File: config.mk
export PLATFORM = sky130hd
export DESIGN_NAME = trakball_emu
export DESIGN_NICKNAME = d
export VERILOG_FILES = /design/src/rtl/trakball_emu.sv
export SDC_FILE = /design/constraint.sdc
export NUM_CORES = 1
export LEC_CHECK = 0
export CAP_MARGIN = 0
export CORE_ASPECT_RATIO = 2
export CORE_UTILIZATION = 35
export CTS_CLUSTER_SIZE = 28
export DETAILED_ROUTE_END_ITERATION = 12
export DONT_BUFFER_PORTS = 1
export PLACE_DENSITY_LB_ADDON = 0.1
export SLEW_MARGIN = 10
export SYNTH_ARGS = -nofsm -noshare
export SYNTH_HDL_FRONTEND = slang
export SYNTH_SLANG_ARGS = --single-unit
export TNS_END_PERCENT = 50
File: constraint.sdc
create_clock -name clk_sys -period 3.3 [get_ports clk_sys]
set_input_delay 0.66 -clock clk_sys [delete_from_list [all_inputs] [get_ports clk_sys]]
set_output_delay 0.66 -clock clk_sys [all_outputs]
set_load 0.05 [all_outputs]
File: src/rtl/trakball_emu.sv
// Joystick-to-trackball emulator: turns direction bits into two 4-bit wrapping
// position counters with per-axis step-rate acceleration.

module trakball_axis #(
  parameter int MAX_PERIOD = 16,
  parameter int MIN_PERIOD = 2,
  parameter int ACCEL_STEP = 2
) (
  input  logic       clk_sys,
  input  logic       reset_n,
  input  logic       i_tick,
  input  logic       i_reqP,
  input  logic       i_reqN,
  output logic [3:0] o_cnt,
  output logic       o_dir,
  output logic       o_step
);

  localparam logic [7:0] MAX_P = 8'(MAX_PERIOD);
  localparam logic [7:0] MIN_P = 8'(MIN_PERIOD);
  localparam logic [7:0] ACC_P = 8'(ACCEL_STEP);

  typedef enum logic {IDLE = 1'b0, MOVE = 1'b1} state_t;

  state_t     r_state;
  state_t     w_stateNext;
  logic [3:0] r_cnt;
  logic       r_dir;
  logic       r_step;
  logic [7:0] r_period;
  logic [7:0] r_perCnt;

  logic       w_req;
  logic       w_step;
  logic       w_stepDir;
  logic [7:0] w_periodNext;
  logic [7:0] w_perCntNext;
  logic [8:0] w_perDec;
  logic [7:0] w_periodAcc;

  assign w_req = i_reqP | i_reqN;

  // Nine-bit subtract so a large ACCEL_STEP saturates at MIN_PERIOD instead of wrapping.
  assign w_perDec    = {1'b0, r_period} - {1'b0, ACC_P};
  assign w_periodAcc = (w_perDec[8] || (w_perDec < {1'b0, MIN_P})) ? MIN_P : w_perDec[7:0];

  always_ff @(posedge clk_sys) begin
    if (!reset_n) begin
      r_state <= IDLE;
    end else begin
      r_state <= w_stateNext;
    end
  end

  always_comb begin
    w_stateNext = r_state;
    case (r_state)
      IDLE:    if (w_req)  w_stateNext = MOVE;
      MOVE:    if (!w_req) w_stateNext = IDLE;
      default: w_stateNext = IDLE;
    endcase
  end

  // A reversal outranks a due period expiry, so only the new direction steps.
  always_comb begin
    w_step       = 1'b0;
    w_stepDir    = r_dir;
    w_periodNext = r_period;
    w_perCntNext = r_perCnt;
    case (r_state)
      IDLE: begin
        w_periodNext = MAX_P;
        w_perCntNext = 8'd0;
        if (w_req) begin
          w_step    = 1'b1;
          w_stepDir = i_reqP;
        end
      end
      MOVE: begin
        if (!w_req) begin
          w_periodNext = MAX_P;
          w_perCntNext = 8'd0;
        end else if (i_reqP != r_dir) begin
          w_step       = 1'b1;
          w_stepDir    = i_reqP;
          w_periodNext = MAX_P;
          w_perCntNext = 8'd0;
        end else if (i_tick) begin
          if (r_perCnt == (r_period - 8'd1)) begin
            w_step       = 1'b1;
            w_perCntNext = 8'd0;
            w_periodNext = w_periodAcc;
          end else begin
            w_perCntNext = r_perCnt + 8'd1;
          end
        end
      end
      default: begin
        w_periodNext = MAX_P;
        w_perCntNext = 8'd0;
      end
    endcase
  end

  always_ff @(posedge clk_sys) begin
    if (!reset_n) begin
      r_cnt    <= 4'd0;
      r_dir    <= 1'b0;
      r_step   <= 1'b0;
      r_period <= MAX_P;
      r_perCnt <= 8'd0;
    end else begin
      r_step   <= w_step;
      r_period <= w_periodNext;
      r_perCnt <= w_perCntNext;
      if (w_step) begin
        r_dir <= w_stepDir;
        r_cnt <= w_stepDir ? (r_cnt + 4'd1) : (r_cnt - 4'd1);
      end
    end
  end

  assign o_cnt  = r_cnt;
  assign o_dir  = r_dir;
  assign o_step = r_step;

endmodule

module trakball_emu #(
  parameter int TICK_DIV   = 12000,
  parameter int MAX_PERIOD = 16,
  parameter int MIN_PERIOD = 2,
  parameter int ACCEL_STEP = 2
) (
  input  logic       clk_sys,
  input  logic       reset_n,
  input  logic       enable,
  input  logic       flip,
  input  logic       h_pos,
  input  logic       h_neg,
  input  logic       v_pos,
  input  logic       v_neg,
  output logic [7:0] trakball_o,
  output logic [1:0] dir_o,
  output logic [1:0] step_o
);

  localparam int            PW       = $clog2(TICK_DIV);
  localparam logic [PW-1:0] PRE_LAST = PW'(TICK_DIV - 1);

  logic [PW-1:0] r_preCnt;
  logic          w_tick;
  logic          w_hp, w_hn, w_vp, w_vn;
  logic [3:0]    w_hCnt, w_vCnt;
  logic          w_hDir, w_vDir, w_hStep, w_vStep;

  // Free-running rate prescaler; presses never resynchronise it.
  always_ff @(posedge clk_sys) begin
    if (!reset_n) begin
      r_preCnt <= '0;
    end else begin
      r_preCnt <= (r_preCnt == PRE_LAST) ? '0 : (r_preCnt + PW'(1));
    end
  end

  assign w_tick = (r_preCnt == PRE_LAST);

  assign w_hp = flip ? h_neg : h_pos;
  assign w_hn = flip ? h_pos : h_neg;
  assign w_vp = flip ? v_neg : v_pos;
  assign w_vn = flip ? v_pos : v_neg;

  trakball_axis #(
    .MAX_PERIOD(MAX_PERIOD), .MIN_PERIOD(MIN_PERIOD), .ACCEL_STEP(ACCEL_STEP)
  ) u_hAxis (
    .clk_sys (clk_sys),
    .reset_n (reset_n),
    .i_tick  (w_tick),
    .i_reqP  (w_hp & ~w_hn & enable),
    .i_reqN  (w_hn & ~w_hp & enable),
    .o_cnt   (w_hCnt),
    .o_dir   (w_hDir),
    .o_step  (w_hStep)
  );

  trakball_axis #(
    .MAX_PERIOD(MAX_PERIOD), .MIN_PERIOD(MIN_PERIOD), .ACCEL_STEP(ACCEL_STEP)
  ) u_vAxis (
    .clk_sys (clk_sys),
    .reset_n (reset_n),
    .i_tick  (w_tick),
    .i_reqP  (w_vp & ~w_vn & enable),
    .i_reqN  (w_vn & ~w_vp & enable),
    .o_cnt   (w_vCnt),
    .o_dir   (w_vDir),
    .o_step  (w_vStep)
  );

  assign trakball_o = {w_vCnt, w_hCnt};
  assign dir_o      = {w_vDir, w_hDir};
  assign step_o     = {w_vStep, w_hStep};

endmodule

==> results.sh, run 1 <==
export IMPL_hpwl_um=6660
export IMPL_ir_drop_mv=0.256
export IMPL_cts_clk_slew_worst_paths_ns=0.05
export IMPL_avgSynthCellArea_um2=8.48
export IMPL_min_path_type="flop to flop"
export IMPL_cts_root_buf="clkbuf_16"
export IMPL_synth_top_family_by_area="simple AND/OR/NAND/NOR gates"
export IMPL_maxCapViolations=0
export IMPL_yosysMostFrequentCell="dfxtp_1"
export IMPL_cts_sinks=58
export IMPL_required_ns=3.52
export IMPL_status="completed"
export IMPL_hold_viol_final=0
export IMPL_num_rows=52
export IMPL_postRouteAntennaNets=0
export IMPL_arrival_ns=3.09
export IMPL_clock_latency_ns=0.33
export IMPL_postLayoutCellArea_mm2=0.00404
export IMPL_synthTopCellsByCount="dfxtp_1, nor2_1, a21oi_1"
export IMPL_synth_seq_area_share=0.322
export IMPL_gp_congestion=0.839
export IMPL_worst_setup_path_end_kind="flop"
export IMPL_slew_viol_final=0
export IMPL_fp_dieH_um=146
export IMPL_die_area_mm2=0.0107
export IMPL_drive_above_1_share=0.0742
export IMPL_synth_top_cell_by_area="dfxtp_1"
export IMPL_rsz0062_at_grt="no"
export IMPL_fin_skew_ns=0.00515
export IMPL_synthTopCellsByArea="dfxtp_1, xnor2_1, xor2_1"
export IMPL_final_setup_worst_slack_ns=0.436
export IMPL_grt_max_degree=18
export IMPL_max_clock_path_buffers=2
export IMPL_layout_nets=450
export IMPL_viasPerCell=5.41
export IMPL_antenna_found_initial=0
export IMPL_yosys_area_top_type_share=0.322
export IMPL_wl_per_cell_um=15.6
export IMPL_cts_resized_gates=0
export IMPL_grt_pass1_wl_um=14400
export IMPL_fin_tns_setup_ns=0
export IMPL_postSynthCellCount=425
export IMPL_synth_async_reset_ratio=0
export IMPL_holdWs_ns=0.445
export IMPL_synth_seq_cells=58
export IMPL_initial_core_util=0.357
export IMPL_critPathKind="flop to flop"
export IMPL_layout_min_cycle_time_ns=2.86
export IMPL_synth_xor_area_frac=0.132
export IMPL_dpl_instance_area_mm2=0.00374
export IMPL_yosys_warnings=0
export IMPL_ctsHtreeMaxLevel=3
export IMPL_clock_fmax_ghz=0.349
export IMPL_cts_buffers=9
export IMPL_synthFlopType="dfxtp_1"
export IMPL_antennaDiodeCount=0
export IMPL_grt_overflow=0
export IMPL_synth_edf_count=0
export IMPL_fin_crit_sh=0.868
export IMPL_worst_slew_pin_slew_ns=0.667
export IMPL_synth_mux_area_frac=0.0170
export IMPL_die_x_um=73.8
export IMPL_first_pass_iters=4
export IMPL_p_leak_uw=0.00148
export IMPL_syn_nets=448
export IMPL_drc=0
export IMPL_synth_compound_area_frac=0.169
export IMPL_synth_simple_area_share=0.263
export IMPL_worstPathMaxFanout=10
export IMPL_ctsHoldBuffers=0
export IMPL_place_ws_ns=0.381
export IMPL_vias=3060
export IMPL_ios=20
export IMPL_netlist_cell_type_count=62
export IMPL_postCtsSetupBuffers=0
export IMPL_p_per_area_mw_per_mm2=459
export IMPL_drt_iter0_markers=133
export IMPL_start_kind="flop"
export IMPL_setup_viol=0
export IMPL_core_area_mm2=0.0101
export IMPL_routed_wl_um=8850
export IMPL_cts_tree="done"
export IMPL_syn_area_mm2=0.00360
export IMPL_io_buffers=0
export IMPL_synthAdderAreaFrac=0.0562
export IMPL_area_growth_pct=12.1
export IMPL_track_usage=0.178
export IMPL_slew_headroom=0.552
export IMPL_grt_pass1_vias=2971
## area by class of cell
class                      instances  area (µm²)
clock buffer                      13         270
clock inverter                     2        35.0
fill                            1062        6040
inverter                          12        45.0
multi-input combinational        337        2290
sequential                        58        1160
tap                              135         169
timing repair buffer               9        67.6
## placed cells by master, fill, tap and decap left out, types with 3 or more instances in the layout
cell type,n
a211oi_1,4
a21boi_0,3
a21o_1,3
a21oi_1,30
and2_1,4
and3_1,11
buf_4,9
clkbuf_16,9
clkbuf_8,3
dfxtp_1,58
ha_1,13
inv_1,11
mux2i_1,5
nand2_1,29
nand2b_1,8
nand3_1,19
nand3b_1,4
nand4_1,4
nand4b_1,5
nor2_1,34
nor2b_1,3
nor3_1,17
nor3b_1,3
nor4_1,3
o2111ai_1,3
o211ai_1,4
o21ai_0,20
o31a_1,3
o31ai_1,7
or3_1,11
or4_1,4
xnor2_1,27
xor2_1,22
## sequential cells by signal, indices dropped and copies added, names as in the netlist, 4 cells and up
| name | cells |
|---|---|
| r_preCnt | 14 |
| u_hAxis.r_perCnt | 8 |
| u_vAxis.r_perCnt | 8 |
| u_hAxis.r_period | 7 |
| u_vAxis.r_period | 7 |
| u_hAxis.o_cnt | 4 |
| u_vAxis.o_cnt | 4 |
## through the flow
stage | instances | total power [µW] | util
finish | 566 | 1860 | 0.401
global route | 566 | 1930 | 0.401
CTS | 566 | 1880 | 0.401
detailed placement | 551 | 908 | 0.371
global placement | 551 | 908 | 0.371
floorplan | 425 | 887 | -
## routing by layer
metal,wire (µm),vias up,global-route usage
met4,385,0,0.108
met2,4810,48,0.327
met5,0,-,0
li1,-,1539,-
met3,204,26,0.0367
met1,3460,1447,0.171
## worst max-delay path: stages, from the launching register on
cell	delay (ns)
dfxtp_1	0.53
inv_1	0.14
ha_1	0.28
nor3b_1	0.18
xnor2_1	0.23
nand4b_1	0.22
or3_1	0.53
mux2_1	0.36
a211o_1	0.28
## final timing paths
kind / end / slack [ns] / cells past startpoint / startpoint
worst min-delay path: r_preCnt[0]$_SDFF_PP0_ / 0.44 / 1 / r_preCnt[0]$_SDFF_PP0_
worst max register to register: u_vAxis.r_period[4]$_SDFFE_PN1P_ / 0.44 / 8 / u_vAxis.r_period[1]$_SDFFE_PN0P_
worst max-delay path: u_vAxis.r_period[4]$_SDFFE_PN1P_ / 0.44 / 8 / u_vAxis.r_period[1]$_SDFFE_PN0P_
worst min register to register: r_preCnt[0]$_SDFF_PP0_ / 0.44 / 1 / r_preCnt[0]$_SDFF_PP0_
## power by group
group          internal (µW)  switching, µW
Clock                    640            323
Sequential               718           55.4
Combinational           55.0           64.5
Total                   1410            443
## cells by family (layout without fill, tap and decap cells)
group           count (synthesis)  after routing
xor+xnor                       51             51
compound gates                 94             94
mux                             6              6
fa+ha+maj                      15             15
simple gates                  171            171
buf+inv                        30             36
flops                          58             58
(Power assumes the default switching activity.)
==> run 2: changes to the inputs <==
CORE_ASPECT_RATIO = 0.9   (was 2)
==> results.sh, run 2 (same netlist as run 1, synthesis figures left out) <==
export IMPL_clock_fmax_ghz=0.353
export IMPL_cts_tree="done"
export IMPL_area_growth_pct=10.4
export IMPL_worstPathMaxFanout=10
export IMPL_ir_drop_mv=0.235
export IMPL_p_leak_uw=0.00145
export IMPL_cts_resized_gates=0
export IMPL_r2r_end="u_vAxis.r_period[4]$_SDFFE_PN1P_"
export IMPL_hpwl_um=5830
export IMPL_fp_dieH_um=98.3
export IMPL_whs_path_depth=1
export IMPL_first_pass_iters=5
export IMPL_largestRegisters="r_preCnt x14, u_hAxis.r_perCnt x8, u_vAxis.r_perCnt x8"
export IMPL_max_clock_path_buffers=2
export IMPL_wl_per_cell_um=14.5
export IMPL_drc=0
export IMPL_rsz0062_at_grt="no"
export IMPL_hold_viol_final=0
export IMPL_cp_cell_sequence="inv_1 -> ha_1 -> nor3b_1 -> xnor2_1 -> nand4b_1 -> or3_1 -> mux2_1 -> a211o_1"
export IMPL_crit_buf_inv=1
export IMPL_status="completed"
export IMPL_cp_top_family="simple AND/OR/NAND/NOR gates"
export IMPL_layout_min_cycle_time_ns=2.83
export IMPL_postLayoutCellArea_mm2=0.00398
export IMPL_cts_clk_slew_worst_paths_ns=0.05
export IMPL_postRouteAntennaNets=0
export IMPL_die_area_mm2=0.0107
export IMPL_fin_crit_sh=0.859
export IMPL_ctsHoldBuffers=0
export IMPL_worst_setup_path_end_kind="flop"
export IMPL_place_ws_ns=0.425
export IMPL_initial_core_util=0.367
export IMPL_start_kind="flop"
export IMPL_drive_above_1_share=0.0651
export IMPL_worst_r2r_startpoint="u_vAxis.r_period[1]$_SDFFE_PN0P_"
export IMPL_track_usage=0.168
export IMPL_drt_iter0_markers=133
export IMPL_max_stage_delay_ns=0.53
export IMPL_viasPerCell=5.41
export IMPL_cts_buffers=9
export IMPL_final_setup_worst_slack_ns=0.466
export IMPL_setup_viol=0
export IMPL_core_area_mm2=0.00983
export IMPL_cts_root_buf="clkbuf_16"
export IMPL_required_ns=3.51
export IMPL_io_buffers=0
export IMPL_antennaDiodeCount=0
export IMPL_worst_r2r_setup_slack_ns=0.47
export IMPL_critPathKind="flop to flop"
export IMPL_fin_skew_ns=0.00933
export IMPL_mostFrequentLayoutCell="dfxtp_1"
export IMPL_fin_util=0.405
export IMPL_grt_max_degree=17
export IMPL_grt_pass1_vias=2887
export IMPL_hold_end="r_preCnt[0]$_SDFF_PP0_"
export IMPL_slew_headroom=0.559
export IMPL_grt_overflow=0
export IMPL_ios=20
export IMPL_gp_congestion=0.771
export IMPL_fin_tns_setup_ns=0
export IMPL_mostFrequentLayoutCells="dfxtp_1, nor2_1, a21oi_1, nand2_1, xnor2_1"
export IMPL_largest_register="r_preCnt"
export IMPL_dpl_instance_area_mm2=0.00373
export IMPL_min_path_type="flop to flop"
export IMPL_layout_nets=450
export IMPL_largest_register_ffs=14
export IMPL_clock_latency_ns=0.33
export IMPL_arrival_ns=3.04
export IMPL_postCtsSetupBuffers=0
export IMPL_vias=3010
export IMPL_worst_slew_pin_slew_ns=0.657
export IMPL_hold_start="r_preCnt[0]$_SDFF_PP0_"
export IMPL_die_x_um=109
export IMPL_worst_r2r_path_depth=8
export IMPL_num_rows=34
export IMPL_grt_pass1_wl_um=14100
export IMPL_slew_viol_final=0
export IMPL_crit_slowest_cell="or3_1"
export IMPL_ctsHtreeMaxLevel=3
export IMPL_routed_wl_um=8050
export IMPL_cts_sinks=58
export IMPL_p_per_area_mw_per_mm2=431
export IMPL_antenna_found_initial=0
export IMPL_maxCapViolations=0
## run 2: cell count changes in the layout (fill, tap and decap cells not counted)
cell / delta
bufinv_16: -1
clkbuf_1: +3
clkbuf_8: -2
clkinv_2: -1
## run 2: worst register-to-register path, cell delays in order, from the launching register on
cell and delay, ns:
dfxtp_1 0.40, inv_1 0.14, ha_1 0.26, nor3b_1 0.37, xnor2_1 0.17, nand4b_1 0.21, or3_1 0.53, mux2_1 0.36
a211o_1 0.28
## run 2: how the worst max path moves through the flow
stage | slack, ns | cells past startpoint | endpoint | start
3_5_place_dp | 0.43 | 10 | u_vAxis.o_cnt[3]$_SDFFE_PN0P_ | v_neg
5_1_grt | 0.18 | 8 | u_hAxis.r_period[6]$_SDFFE_PN0P_ | u_hAxis.r_period[1]$_SDFFE_PN0P_
3_3_place_gp | 0.44 | 10 | u_vAxis.o_cnt[3]$_SDFFE_PN0P_ | v_neg
4_1_cts | 0.47 | 8 | u_vAxis.r_period[4]$_SDFFE_PN1P_ | u_vAxis.r_period[1]$_SDFFE_PN0P_
2_1_floorplan | 0.35 | 11 | u_vAxis.o_cnt[3]$_SDFFE_PN0P_ | flip
6_report | 0.47 | 8 | u_vAxis.r_period[4]$_SDFFE_PN1P_ | u_vAxis.r_period[1]$_SDFFE_PN0P_
## run 2: where the power goes
part / switching (µW) / total (µW) / internal, µW
clock network: 303 / 823 / 520
registers: 54.0 / 773 / 719
logic: 65.1 / 121 / 56.2
## run 2: final cells by class
cell class                 count  area, µm²
multi-input combinational    337       2290
inverter                      12       45.0
timing repair buffer           9       67.6
clock buffer                  14        254
sequential                    58       1160
tap                          126        158
fill                         989       5850
## run 2: metrics by stage
step | cells | total power (µW) | hold slack [ns]
after detailed placement | 542 | 908 | 0.443
after global routing | 556 | 1790 | 0.450
after floorplan | 425 | 887 | 0.418
after CTS | 556 | 1750 | 0.440
final | 556 | 1720 | 0.444
after global placement | 542 | 907 | 0.437
## run 2: routing by layer
layer	share of wire	wire length (µm)	GRT usage
met5	0	0	0
met2	0.44	3530	0.252
met1	0.51	4090	0.227
met3	0.039	316	0.0501
met4	0.014	114	0.0561
==> run 3: changes to the inputs <==
CORE_MARGIN = 3   (was not set)
SLEW_MARGIN = 40   (was 10)
==> results.sh, run 3 (same netlist as run 1, synthesis figures left out) <==
export IMPL_status="completed"
export IMPL_fin_tns_setup_ns=0
export IMPL_min_path_type="flop to flop"
export IMPL_cts_buffers=9
export IMPL_critPathKind="flop to flop"
export IMPL_core_area_mm2=0.00987
export IMPL_max_clock_path_buffers=2
export IMPL_required_ns=3.51
export IMPL_vias=2984
export IMPL_grt_pass1_wl_um=14100
export IMPL_ctsHoldBuffers=0
export IMPL_largest_register_ffs=14
export IMPL_mostFrequentLayoutCell="dfxtp_1"
export IMPL_largest_register="r_preCnt"
export IMPL_routed_wl_um=8150
export IMPL_gp_congestion=0.815
export IMPL_hold_viol_final=0
export IMPL_num_rows=34
export IMPL_hpwl_um=5920
export IMPL_arrival_ns=3.04
export IMPL_die_x_um=113
export IMPL_mostFrequentLayoutCells="dfxtp_1, nor2_1, a21oi_1, nand2_1, xnor2_1"
export IMPL_layout_min_cycle_time_ns=2.83
export IMPL_grt_pass1_vias=2888
export IMPL_drive_above_1_share=0.0676
export IMPL_first_pass_iters=5
export IMPL_cts_root_buf="clkbuf_16"
export IMPL_ios=20
export IMPL_ir_drop_mv=0.390
export IMPL_maxCapViolations=0
export IMPL_track_usage=0.152
export IMPL_p_leak_uw=0.00145
export IMPL_rsz0062_at_grt="no"
export IMPL_fin_skew_ns=0.00790
export IMPL_viasPerCell=5.38
export IMPL_fp_dieH_um=102
export IMPL_cts_sinks=58
export IMPL_fin_cells=555
export IMPL_clock_fmax_ghz=0.353
export IMPL_antenna_found_initial=0
export IMPL_setup_viol=0
export IMPL_multi_input_area_mm2=0.00229
export IMPL_start_kind="flop"
export IMPL_ctsHtreeMaxLevel=3
export IMPL_area_growth_pct=10.6
export IMPL_grt_max_degree=17
export IMPL_grt_overflow=0
export IMPL_fin_crit_sh=0.858
export IMPL_holdWs_ns=0.443
export IMPL_layout_nets=450
export IMPL_antennaDiodeCount=0
export IMPL_p_per_area_mw_per_mm2=433
export IMPL_drc=0
export IMPL_power_total_uw=1730
export IMPL_largestRegisters="r_preCnt x14, u_hAxis.r_perCnt x8, u_vAxis.r_perCnt x8"
export IMPL_postCtsSetupBuffers=0
export IMPL_initial_core_util=0.365
export IMPL_fin_util=0.404
export IMPL_worst_setup_path_end_kind="flop"
export IMPL_io_buffers=0
export IMPL_worstPathMaxFanout=10
export IMPL_die_area_mm2=0.0116
export IMPL_slew_viol_final=0
export IMPL_postRouteAntennaNets=0
export IMPL_slew_headroom=0.533
export IMPL_wl_per_cell_um=14.7
export IMPL_dp_cells=542
export IMPL_fillers=1017
export IMPL_cts_resized_gates=0
export IMPL_cts_clk_slew_worst_paths_ns=0.05
export IMPL_cts_tree="done"
export IMPL_worst_slew_pin_slew_ns=0.695
export IMPL_regArea_mm2=0.00116
export IMPL_clock_latency_ns=0.33
export IMPL_drt_iter0_markers=165
[run 3: cell count changes in the layout (fill, tap and decap cells not counted), sizes merged]
cell    change
clkbuf      -1
[run 3: critical path: stages (launching register included)]
cell and delay, ns:
dfxtp_1 0.40, inv_1 0.14, ha_1 0.26, nor3b_1 0.37, xnor2_1 0.17, nand4b_1 0.21, or3_1 0.53, mux2_1 0.35
a211o_1 0.28
[run 3: report_power, final]
group / switching (µW) / internal [µW]
sequential: 53.9 / 719
combinational: 65.7 / 55.9
clock: 299 / 535
total: 418 / 1310
[run 3: path summary, 6_finish.rpt]
| path | slack, ns | endpoint | start | cells after the start |
|---|---|---|---|---|
| max | 0.47 | u_vAxis.r_period[4]$_SDFFE_PN1P_ | u_vAxis.r_period[1]$_SDFFE_PN0P_ | 8 |
| min | 0.44 | r_preCnt[0]$_SDFF_PP0_ | r_preCnt[0]$_SDFF_PP0_ | 1 |
| max reg2reg | 0.47 | u_vAxis.r_period[4]$_SDFFE_PN1P_ | u_vAxis.r_period[1]$_SDFFE_PN0P_ | 8 |
| min reg2reg | 0.44 | r_preCnt[0]$_SDFF_PP0_ | r_preCnt[0]$_SDFF_PP0_ | 1 |
[run 3: final cells by class]
type	count	area share
multi-input cells	337	0.576
flip-flops and latches	58	0.291
clock buffers	13	0.0653
well taps	126	0.0395
repair buffers	9	0.0169
inverters	12	0.0113
[run 3: layer usage]
layer / track usage / wire length (µm) / share of wire
met1: 0.206 / 4240 / 0.52
met2: 0.230 / 3410 / 0.42
met3: 0.0491 / 403 / 0.049
met4: 0.0499 / 93 / 0.011
met5: 0 / 0 / 0
[run 3: per-stage QoR]
stage	cell area [µm²]	setup slack [ns]
2_1_floorplan	3600	0.352
4_1_cts	3990	0.474
3_5_place_dp	3730	0.443
5_1_grt	3990	0.228
3_3_place_gp	3730	0.437
6_report	3990	0.469
